==> config.mk <==
export PLATFORM = sky130hd
export DESIGN_NAME = multicycle_datapath
export DESIGN_NICKNAME = d
export VERILOG_FILES = /design/src/rtl/datapath_pkg.sv /design/src/rtl/register_file.sv /design/src/rtl/multicycle_datapath.sv
export SDC_FILE = /design/constraint.sdc
export NUM_CORES = 2
export LEC_CHECK = 0
export CORE_MARGIN = 5
export CORE_UTILIZATION = 31
export DETAILED_ROUTE_END_ITERATION = 10
export GPL_TIMING_DRIVEN = 0
export PLACE_DENSITY_LB_ADDON = 0.05
export SYNTH_ARGS = -nofsm -noshare
export SYNTH_HDL_FRONTEND = slang
export SYNTH_HIERARCHICAL = 1
export SYNTH_SLANG_ARGS = --single-unit
==> constraint.sdc <==
create_clock -name clk -period 7.4 [get_ports clk]
set_input_delay 0.74 -clock clk [delete_from_list [all_inputs] [get_ports clk]]
set_output_delay 0.74 -clock clk [all_outputs]
set_load 0.01 [all_outputs]
==> src/rtl/datapath_pkg.sv <==
`default_nettype none
// ============================================================================
//  Module   : datapath_pkg
//  Purpose  : Shared constants for the multicycle MIPS-subset datapath:
//             widths, ALU funct codes, ALUSrcB and PCSource encodings and a
//             small immediate sign-extension helper.
//  Revision : 1.0  initial release
// ============================================================================
package datapath_pkg;

    localparam int c_DATA_W    = 32;
    localparam int c_OPCODE_W  = 6;
    localparam int c_REG_IDX_W = 5;

    // R-type funct field values understood by the ALU
    localparam logic [5:0] c_FUNCT_ADD = 6'b100000;
    localparam logic [5:0] c_FUNCT_SUB = 6'b100010;
    localparam logic [5:0] c_FUNCT_AND = 6'b100100;
    localparam logic [5:0] c_FUNCT_OR  = 6'b100101;
    localparam logic [5:0] c_FUNCT_SLT = 6'b101010;

    // ALU operand B select
    localparam logic [1:0] c_SRCB_REG     = 2'b00;
    localparam logic [1:0] c_SRCB_FOUR    = 2'b01;
    localparam logic [1:0] c_SRCB_IMM     = 2'b10;
    localparam logic [1:0] c_SRCB_IMM_SH2 = 2'b11;

    // Next-PC select
    localparam logic [1:0] c_PCSRC_ALU    = 2'b00;
    localparam logic [1:0] c_PCSRC_ALUOUT = 2'b01;
    localparam logic [1:0] c_PCSRC_JUMP   = 2'b10;
    localparam logic [1:0] c_PCSRC_HOLD   = 2'b11;

    function automatic logic [c_DATA_W-1:0] sign_extend16(input logic [15:0] imm);
        return {{(c_DATA_W-16){imm[15]}}, imm};
    endfunction

endpackage
`default_nettype wire

==> src/rtl/register_file.sv <==
`default_nettype none
// ============================================================================
//  Module   : register_file
//  Purpose  : 32 x DATA_W register file. Two combinational read ports, one
//             synchronous write port, entry 0 hardwired to zero, synchronous
//             reset clears every entry.
//  Ports    : clk, rst            clock / synchronous active-high reset
//             i_rd_addr_a/b       read addresses, o_rd_data_a/b read data
//             i_wr_en/addr/data   write port (writes to entry 0 dropped)
//             i_dbg_addr/o_dbg_data  extra read port, only when
//                                 DATAPATH_DBG_PORT_EN is defined
//  Revision : 1.0  initial release
// ============================================================================
module register_file
    import datapath_pkg::*;
#(
    parameter int DATA_W = c_DATA_W
) (
    input  logic                   clk,
    input  logic                   rst,
    input  logic [c_REG_IDX_W-1:0] i_rd_addr_a,
    input  logic [c_REG_IDX_W-1:0] i_rd_addr_b,
    output logic [DATA_W-1:0]      o_rd_data_a,
    output logic [DATA_W-1:0]      o_rd_data_b,
`ifdef DATAPATH_DBG_PORT_EN
    input  logic [c_REG_IDX_W-1:0] i_dbg_addr,
    output logic [DATA_W-1:0]      o_dbg_data,
`endif
    input  logic                   i_wr_en,
    input  logic [c_REG_IDX_W-1:0] i_wr_addr,
    input  logic [DATA_W-1:0]      i_wr_data
);

    localparam int c_NUM_REGS = 1 << c_REG_IDX_W;

    logic [DATA_W-1:0] r_regs [c_NUM_REGS];

    always_ff @(posedge clk) begin
        if (rst) begin
            for (int i = 0; i < c_NUM_REGS; i++) begin
                r_regs[i] <= '0;
            end
        end else if (i_wr_en && (i_wr_addr != '0)) begin
            r_regs[i_wr_addr] <= i_wr_data;
        end
    end

    // Entry 0 is never written, but the explicit mux keeps $0 at zero
    // regardless of how the storage array is mapped.
    assign o_rd_data_a = (i_rd_addr_a == '0) ? '0 : r_regs[i_rd_addr_a];
    assign o_rd_data_b = (i_rd_addr_b == '0) ? '0 : r_regs[i_rd_addr_b];

`ifdef DATAPATH_DBG_PORT_EN
    assign o_dbg_data  = (i_dbg_addr == '0) ? '0 : r_regs[i_dbg_addr];
`endif

endmodule
`default_nettype wire

==> src/rtl/multicycle_datapath.sv <==
`default_nettype none
// ============================================================================
//  Module   : multicycle_datapath
//  Purpose  : Datapath of the multicycle MIPS-subset core. Holds PC, IR, MDR,
//             A, B, ALUOut and the register file, executes the per-cycle
//             control word from the control FSM and returns the opcode.
//  Ports    : clk, reset         clock / synchronous active-high reset
//             control inputs     ALUOp, PCWriteCond, ALUSrcB, PCSource,
//                                PCWrite, IorD, MemWrite, MemtoReg, IRWrite,
//                                ALUSrcA, RegWrite, RegDst
//             opCode             IR[31:26] back to the control FSM
//             mem_addr/wdata/we  unified memory request (combinational)
//             mem_rdata          memory read data
//             dbg_sel/dbg_reg/dbg_pc  debug view, only with
//                                DATAPATH_DBG_PORT_EN defined
//  Revision : 1.0  initial release
// ============================================================================
module multicycle_datapath
    import datapath_pkg::*;
#(
    parameter int                DATA_W   = c_DATA_W,
    parameter logic [DATA_W-1:0] RESET_PC = '0
) (
    input  logic                  clk,
    input  logic                  reset,
    input  logic                  ALUOp,
    input  logic                  PCWriteCond,
    input  logic [1:0]            ALUSrcB,
    input  logic [1:0]            PCSource,
    input  logic                  PCWrite,
    input  logic                  IorD,
    input  logic                  MemWrite,
    input  logic                  MemtoReg,
    input  logic                  IRWrite,
    input  logic                  ALUSrcA,
    input  logic                  RegWrite,
    input  logic                  RegDst,
    output logic [c_OPCODE_W-1:0] opCode,
    output logic [DATA_W-1:0]     mem_addr,
    output logic [DATA_W-1:0]     mem_wdata,
    output logic                  mem_we,
`ifdef DATAPATH_DBG_PORT_EN
    input  logic [4:0]            dbg_sel,
    output logic [DATA_W-1:0]     dbg_reg,
    output logic [DATA_W-1:0]     dbg_pc,
`endif
    input  logic [DATA_W-1:0]     mem_rdata
);

    logic [DATA_W-1:0] r_pc, r_ir, r_mdr, r_a, r_b, r_aluout;

    logic [DATA_W-1:0]      w_rs_data, w_rt_data;
    logic [DATA_W-1:0]      w_sext_imm;
    logic [DATA_W-1:0]      w_alu_a, w_alu_b, w_alu_result;
    logic                   w_zero;
    logic [DATA_W-1:0]      w_pc_next;
    logic                   w_pc_en;
    logic [c_REG_IDX_W-1:0] w_wr_addr;
    logic [DATA_W-1:0]      w_wr_data;

    // ------------------------------------------------------------------
    // Register file
    // ------------------------------------------------------------------
    assign w_wr_addr = RegDst   ? r_ir[15:11] : r_ir[20:16];
    assign w_wr_data = MemtoReg ? r_mdr       : r_aluout;

    register_file #(
        .DATA_W      (DATA_W)
    ) u_register_file (
        .clk         (clk),
        .rst         (reset),
        .i_rd_addr_a (r_ir[25:21]),
        .i_rd_addr_b (r_ir[20:16]),
        .o_rd_data_a (w_rs_data),
        .o_rd_data_b (w_rt_data),
`ifdef DATAPATH_DBG_PORT_EN
        .i_dbg_addr  (dbg_sel),
        .o_dbg_data  (dbg_reg),
`endif
        .i_wr_en     (RegWrite),
        .i_wr_addr   (w_wr_addr),
        .i_wr_data   (w_wr_data)
    );

    // ------------------------------------------------------------------
    // ALU and operand muxes
    // ------------------------------------------------------------------
    assign w_sext_imm = sign_extend16(r_ir[15:0]);
    assign w_alu_a    = ALUSrcA ? r_a : r_pc;

    always_comb begin
        w_alu_b = r_b;
        case (ALUSrcB)
            c_SRCB_REG:     w_alu_b = r_b;
            c_SRCB_FOUR:    w_alu_b = DATA_W'(4);
            c_SRCB_IMM:     w_alu_b = w_sext_imm;
            c_SRCB_IMM_SH2: w_alu_b = w_sext_imm << 2;
            default:        w_alu_b = r_b;
        endcase
    end

    always_comb begin
        w_alu_result = '0;
        if (ALUOp) begin
            w_alu_result = w_alu_a + w_alu_b;
        end else begin
            case (r_ir[5:0])
                c_FUNCT_ADD: w_alu_result = w_alu_a + w_alu_b;
                c_FUNCT_SUB: w_alu_result = w_alu_a - w_alu_b;
                c_FUNCT_AND: w_alu_result = w_alu_a & w_alu_b;
                c_FUNCT_OR:  w_alu_result = w_alu_a | w_alu_b;
                c_FUNCT_SLT: w_alu_result = {{(DATA_W-1){1'b0}},
                                             ($signed(w_alu_a) < $signed(w_alu_b))};
                default:     w_alu_result = '0;
            endcase
        end
    end

    assign w_zero = (w_alu_result == '0);

    // ------------------------------------------------------------------
    // Next PC
    // ------------------------------------------------------------------
    always_comb begin
        w_pc_next = r_pc;
        case (PCSource)
            c_PCSRC_ALU:    w_pc_next = w_alu_result;
            c_PCSRC_ALUOUT: w_pc_next = r_aluout;
            c_PCSRC_JUMP:   w_pc_next = {r_pc[31:28], r_ir[25:0], 2'b00};
            c_PCSRC_HOLD:   w_pc_next = r_pc;
            default:        w_pc_next = r_pc;
        endcase
    end

    assign w_pc_en = PCWrite | (PCWriteCond & w_zero);

    // ------------------------------------------------------------------
    // Architectural and pipeline-style registers
    // ------------------------------------------------------------------
    always_ff @(posedge clk) begin
        if (reset) begin
            r_pc     <= RESET_PC;
            r_ir     <= '0;
            r_mdr    <= '0;
            r_a      <= '0;
            r_b      <= '0;
            r_aluout <= '0;
        end else begin
            if (w_pc_en) begin
                r_pc <= w_pc_next;
            end
            if (IRWrite) begin
                r_ir <= mem_rdata;
            end
            // These latch every cycle; the control FSM decides when the
            // captured value is meaningful.
            r_mdr    <= mem_rdata;
            r_a      <= w_rs_data;
            r_b      <= w_rt_data;
            r_aluout <= w_alu_result;
        end
    end

    // ------------------------------------------------------------------
    // Outputs
    // ------------------------------------------------------------------
    assign opCode    = r_ir[31:26];
    assign mem_addr  = IorD ? r_aluout : r_pc;
    assign mem_wdata = r_b;
    assign mem_we    = MemWrite & ~reset;

`ifdef DATAPATH_DBG_PORT_EN
    assign dbg_pc    = r_pc;
`endif

endmodule
`default_nettype wire

# Word level (Yosys, flattened, before mapping)
# Memory sizes are Yosys's and may differ from the RTL's. A register that Yosys moved wholly into a read port is not among the register bits.
# Cells that the tools add are included.
# word_totals
mem_bits_rw	1024
out_inout_bits	71
n_memories	1
ff_bits	128
mem_bits_ro	0
inputBits	48
latch_bits	0
# memory_table
memory	depth	word_bits	rd	rd_clocked_by_memory_dff	wr	line_no	rtl
u_register_file.r_regs	32	32	2	2	32	register_file.sv:36	logic [DATA_W-1:0] r_regs [c_NUM_REGS];
# classes
n_shift	0
magnitude_cmp	1
eq_ne	11
muxes	16
n_div	0
n_addsub	2
bitwise	8
n_mul	0
n_reduce_logical	12
# op_table
op	n
2-to-1 mux 32 bit	5
one-hot mux 32 bit (5 select lines)	1
one-hot mux 32 bit (4 select lines)	1
one-hot mux 32 bit (3 select lines)	1
adder 32 bit	1
AND 32 bit	1
logical NOT 32 bit	1
less-than comparator 32 bit	1
bitwise OR 32 bit	1
OR reduction 32 bit	1
subtractor 32 bit	1
equality test 6 bit (second input constant)	5
logical NOT 5 bit	2
2-to-1 mux 5 bit	2
equality test 2 bit (second input constant)	4
2-to-1 mux 1 bit	6
nonzero test 5 bit	1
equality test 2 x 1 -> 1 bit (second input constant)	2
logical NOT 2 bit	2
OR reduction 2 bit	2
NOT 1 bit	3
AND reduction 3 bit	1
AND 1 bit	2
AND reduction 2 bit	1
2 further kinds	2

# Depth between registers and ports, before layout
# depth
depth_word	9
depth_mapped	24

# By module
# Netlist, hierarchy kept.
# modules_own_cells
mod	cells_each	seq_area_each_um2	area_each_um2	instances
register_file	3502	30749.5	54253.3	1
multicycle_datapath	1669	3843.7	13872.1	1

# Worst setup path before layout
# Ideal clock, no wire load.
# synth_path
kind	input port to flip-flop
startpoint	in ALUSrcB[1]
endpoint	reg r_pc[10]
t_arrival_ns	5.312
cell_stages	20
t_required_ns	7.262
n_path_buf	4
setup_slack_ns	1.950
cell_sequence	clkbuf_1 > clkbuf_1 > mux2i_1 > nor2_1 > ha_1 > inv_1 > fa_1 > nor2b_1 > o311ai_4 > a211oi_2 > nor4_2 > o31ai_1 > a221oi_2 > o311ai_1 > a211o_1 > o41a_1 > buf_2 > buf_2 > nand3b_1 > o41ai_2
# synth_via
elab_chain_len	9
# synth_rtl
item	line_no	rtl
from (decl)	multicycle_datapath.sv:28	input logic [1:0] ALUSrcB,
equality test 2 bit, or another cell as far along	multicycle_datapath.sv:93	case (ALUSrcB)
one-hot mux 32 bit (4 select lines) (*)	multicycle_datapath.sv:93	
subtractor 32 bit, or another cell as far along	multicycle_datapath.sv:109	c_FUNCT_SUB: w_alu_result = w_alu_a - w_alu_b;
one-hot mux 32 bit (5 select lines)	multicycle_datapath.sv:107	case (r_ir[5:0])
2-to-1 mux 32 bit (*)	multicycle_datapath.sv:104	if (ALUOp) begin
logical NOT 32 bit	multicycle_datapath.sv:119	assign w_zero = (w_alu_result == '0);
AND 1 bit	multicycle_datapath.sv:135	assign w_pc_en = PCWrite | (PCWriteCond & w_zero);
bitwise OR 1 bit	multicycle_datapath.sv:135	
AND reduction 2 bit (no source line)	--	
to (signal assigned)	multicycle_datapath.sv:150	r_pc <= w_pc_next;
to (decl)	multicycle_datapath.sv:50	logic [DATA_W-1:0] r_pc, r_ir, r_mdr, r_a, r_b, r_aluout;
# Mark *: on every way between the ends. The rest lies on a longest branch, timed or not.
# A chain may end at the register's enable or synchronous reset.

# Worst setup path in the final report
# layout_path
startpoint	reg r_ir[0]
endpoint	reg r_pc[14]
# layout_via
elab_chain_len	8
# layout_rtl
item	line_no	rtl
from (decl)	multicycle_datapath.sv:50	
from (signal assigned)	multicycle_datapath.sv:153	r_ir <= mem_rdata;
one-hot mux 32 bit (4 select lines)	multicycle_datapath.sv:93	
subtractor 32 bit, or another cell as far along	multicycle_datapath.sv:109	
one-hot mux 32 bit (5 select lines)	multicycle_datapath.sv:107	
2-to-1 mux 32 bit (*)	multicycle_datapath.sv:104	
logical NOT 32 bit	multicycle_datapath.sv:119	
AND 1 bit	multicycle_datapath.sv:135	
bitwise OR 1 bit	multicycle_datapath.sv:135	
AND reduction 2 bit (no source line)	--	
# Marked as above.

==> impl_metrics.env <==
export IMPL_max_slew_margin_pct=-1.52
export IMPL_yosysTopAreaCell="edfxtp_1"
export IMPL_ys_seq_area_share_pct=50.8
export IMPL_hp_class="in -> reg"
export IMPL_grt_max_degree=33
export IMPL_finalCritPeriodShare_pct=97.9
export IMPL_fin_skew_ns=0.0797
export IMPL_drive_above_1_share_pct=19.3
export IMPL_grt_ovfl_total=0
export IMPL_via_per_inst=5.86
export IMPL_drtAntennaViolNets=0
export IMPL_synth_area_leaders="edfxtp_1 (45%), mux4_2 (16%), and2_1 (9.2%), dfxtp_1 (5.6%), mux2i_1 (3.1%)"
export IMPL_grt_pass1_wl_um=463000
export IMPL_worstPathMaxFanout=28
export IMPL_timing_critical_path_from="r_ir[0]"
export IMPL_power_density_nw_per_um2=240
export IMPL_cp_data_arrival_time_ns=7.93
export IMPL_use_met1_pct=39.9
export IMPL_grt_pass1_vias=49100
export IMPL_fmax_mhz=138
export IMPL_whs_path_depth=3
export IMPL_area_growth_pct=14.9
export IMPL_failed_checks="max-capacitance violations, max-slew violations"
export IMPL_reg2reg_from="r_ir[0]"
export IMPL_netlist_instances=5171
export IMPL_vias=49800
export IMPL_synth_seq_cells=1216
export IMPL_drc=0
export IMPL_synth_top_area_share_pct=45.1
export IMPL_synthTopCellsByCount="edfxtp_1 (1024), and2_1 (1002), mux4_2 (472)"
export IMPL_start_util_pct=31.1
export IMPL_path_cells="buf_2 > clkbuf_4 > clkbuf_2 > mux2i_1 > nor2_1 > ha_1 > inv_1 > fa_1 > nand2b_1 > a21oi_1 > nor2_1 > a221o_1 > a21oi_1 > o2111ai_1 > nor4_1 > and4_1 > nand4_1 > o41a_1 > buf_2 > buf_2 > nand3b_1 > o41ai_2"
export IMPL_cp_depth=22
export IMPL_whs_ns=0.352
export IMPL_setup_viol=0
export IMPL_ios=119
export IMPL_cts_tree="yes"
export IMPL_maxSlewViolCount=11
export IMPL_critical_path_endpoint_type="register"
export IMPL_postCtsSetupRepairBufs=0
export IMPL_clk_pin_slew_ns=0.06
export IMPL_total_power_w=0.0188
export IMPL_wirelength_um=352000
export IMPL_yosysMostFrequentCell="edfxtp_1"
export IMPL_wl_per_cell_um=41.4
export IMPL_slowest_stage="a21oi_1"
export IMPL_drtIter0Drc=5986
export IMPL_num_rows=172
export IMPL_core_area_um2=219000
export IMPL_grt_setup_unrepaired="false"
export IMPL_nets=5639
export IMPL_worst_path_buf_inv=6
export IMPL_irDropWorstVdd_mv=0.257
export IMPL_cpLargestDelayFamily="compound AO/OA/AOI/OAI gates"
export IMPL_dpl_instance_area_um2=73300
export IMPL_synth_area_um2=68100
export IMPL_synth_edf_count=1024
export IMPL_clk_latency_ns=0.84
export IMPL_drt_first_pass_iters=6
export IMPL_status="complete, but fails checks"
export IMPL_worstHoldStart="IRWrite"
export IMPL_maxCapViolCount=3
export IMPL_cp_start_kind="register"
export IMPL_cts_buffers=153
export IMPL_leakage_nw=27.1
export IMPL_die_height_um=479
export IMPL_worstMarginPinSlew_ns=1.52
export IMPL_avgSynthCellArea_um2=13.2
export IMPL_grt_busiest_layer="met2"
export IMPL_path_common_cell="buf_2"
export IMPL_stdcell_count=8494
export IMPL_async_flop_share_pct=0
export IMPL_fin_area_um2=78300
export IMPL_period_needed_ns=7.24
export IMPL_gp_congestion=0.951
export IMPL_die_area_um2=229000
export IMPL_reg2reg_depth=22
export IMPL_synth_warning_count=6
export IMPL_grt_use_met2_pct=47.4
export IMPL_die_x_um=479
export IMPL_hold_violations=0
export IMPL_grtUsageTotal_pct=29.9
export IMPL_antenna_found_initial=45
export IMPL_cts_root_buf="clkbuf_16"
export IMPL_yosysUniqueCellTypes=100
export IMPL_placed_cells=8201
export IMPL_dp_hpwl_um=257000
export IMPL_cts_max_path_buffers=3
export IMPL_synthFlopType="edfxtp_1"
export IMPL_htreeDepth=4
export IMPL_io_buffers=114
export IMPL_use_met3_pct=6.01
export IMPL_path_class="reg -> reg"
export IMPL_cts_sinks=1216
export IMPL_critPathMaxStageDelay_ns=0.71
export IMPL_final_util_pct=35.7
export IMPL_required_ns=8.08
-- area by class of cell --
type / count / area (µm²)
fillers: 21300 / 141000
flip-flops and latches: 1216 / 34600
multi-input cells: 3363 / 31000
clock buffers: 205 / 4180
well taps: 2871 / 3590
plain buffers: 508 / 2380
repair buffers: 130 / 1370
clock inverters: 76 / 731
inverters: 113 / 427
diodes: 12 / 30.0
-- per-stage QoR --
| stage | setup WS (ns) | TNS (ns) |
|---|---|---|
| global placement | -1.22 | -36.65 |
| finish | 0.156 | 0 |
| floorplan | 1.95 | 0 |
| global route | 0.0260 | 0 |
| detailed placement | -1.26 | -37.62 |
| CTS | 0.0111 | 0 |
-- registers in the layout, summed over array words and instances, names as in the netlist --
register                flops
r_aluout                   32
r_mdr                      32
mem_wdata                  32
r_a                        32
u_register_file/r_regs   1024
r_ir                       32
r_pc                       32
-- report_power, final --
part | total (W) | switching [W] | internal [W]
Clock | 0.00747 | 0.00322 | 0.00424
Combinational | 0.00338 | 0.00229 | 0.00109
Sequential | 0.00794 | 0.000231 | 0.00771
Total | 0.0188 | 0.00574 | 0.0130
-- routing by layer --
layer / vias to the layer above / wire [µm]
met2: 2521 / 160000
met3: 609 / 26500
met1: 26400 / 147000
met5: - / 138
li1: 20200 / -
met4: 22 / 17600
-- path summary, 6_finish.rpt --
path                                  to  slack [ns]
worst max register to register  r_pc[14]        0.16
worst max-delay path            r_pc[14]        0.16
worst min-delay path             r_ir[0]        0.35
worst min register to register   r_pc[7]        0.47
-- kinds of logic after synthesis --
logic type | after synthesis | share of synthesized area [%]
flops | 1216 | 50.8
mux | 806 | 20.7
simple gates | 1690 | 14.4
other cells | 1 | 0.00550
buf+inv | 623 | 4.11
compound gates | 710 | 7.73
xor+xnor | 19 | 0.244
fa+ha+maj | 106 | 1.97
-- layout by cell type (no fill, tap or decap), drive strengths merged, types with 61 or more instances in the layout --
cell type / n
a21oi: 131
dfxtp: 192
ha: 104
nor3: 82
nor2: 186
mux2: 125
o21ai: 75
edfxtp: 1024
clkbuf: 546
mux2i: 209
clkdlybuf4s50: 114
inv: 120
and2: 1003
nand2: 118
clkinv: 61
mux4: 472
nor2b: 131
o22ai: 110
buf: 183
-- timing repair --
item,4_1_cts,5_1_grt
hold buffers,0,0
endpoints found under the setup margin,32,32
gates resized for setup,2,6
endpoints found under the hold margin,0,0
-- tightest hold or removal path: stages --
cell,delay (ns)
clkbuf_1,0.18
mux2i_1,0.16
nor2_1,0.08
No activity file was read; power rests on OpenSTA's default activity.
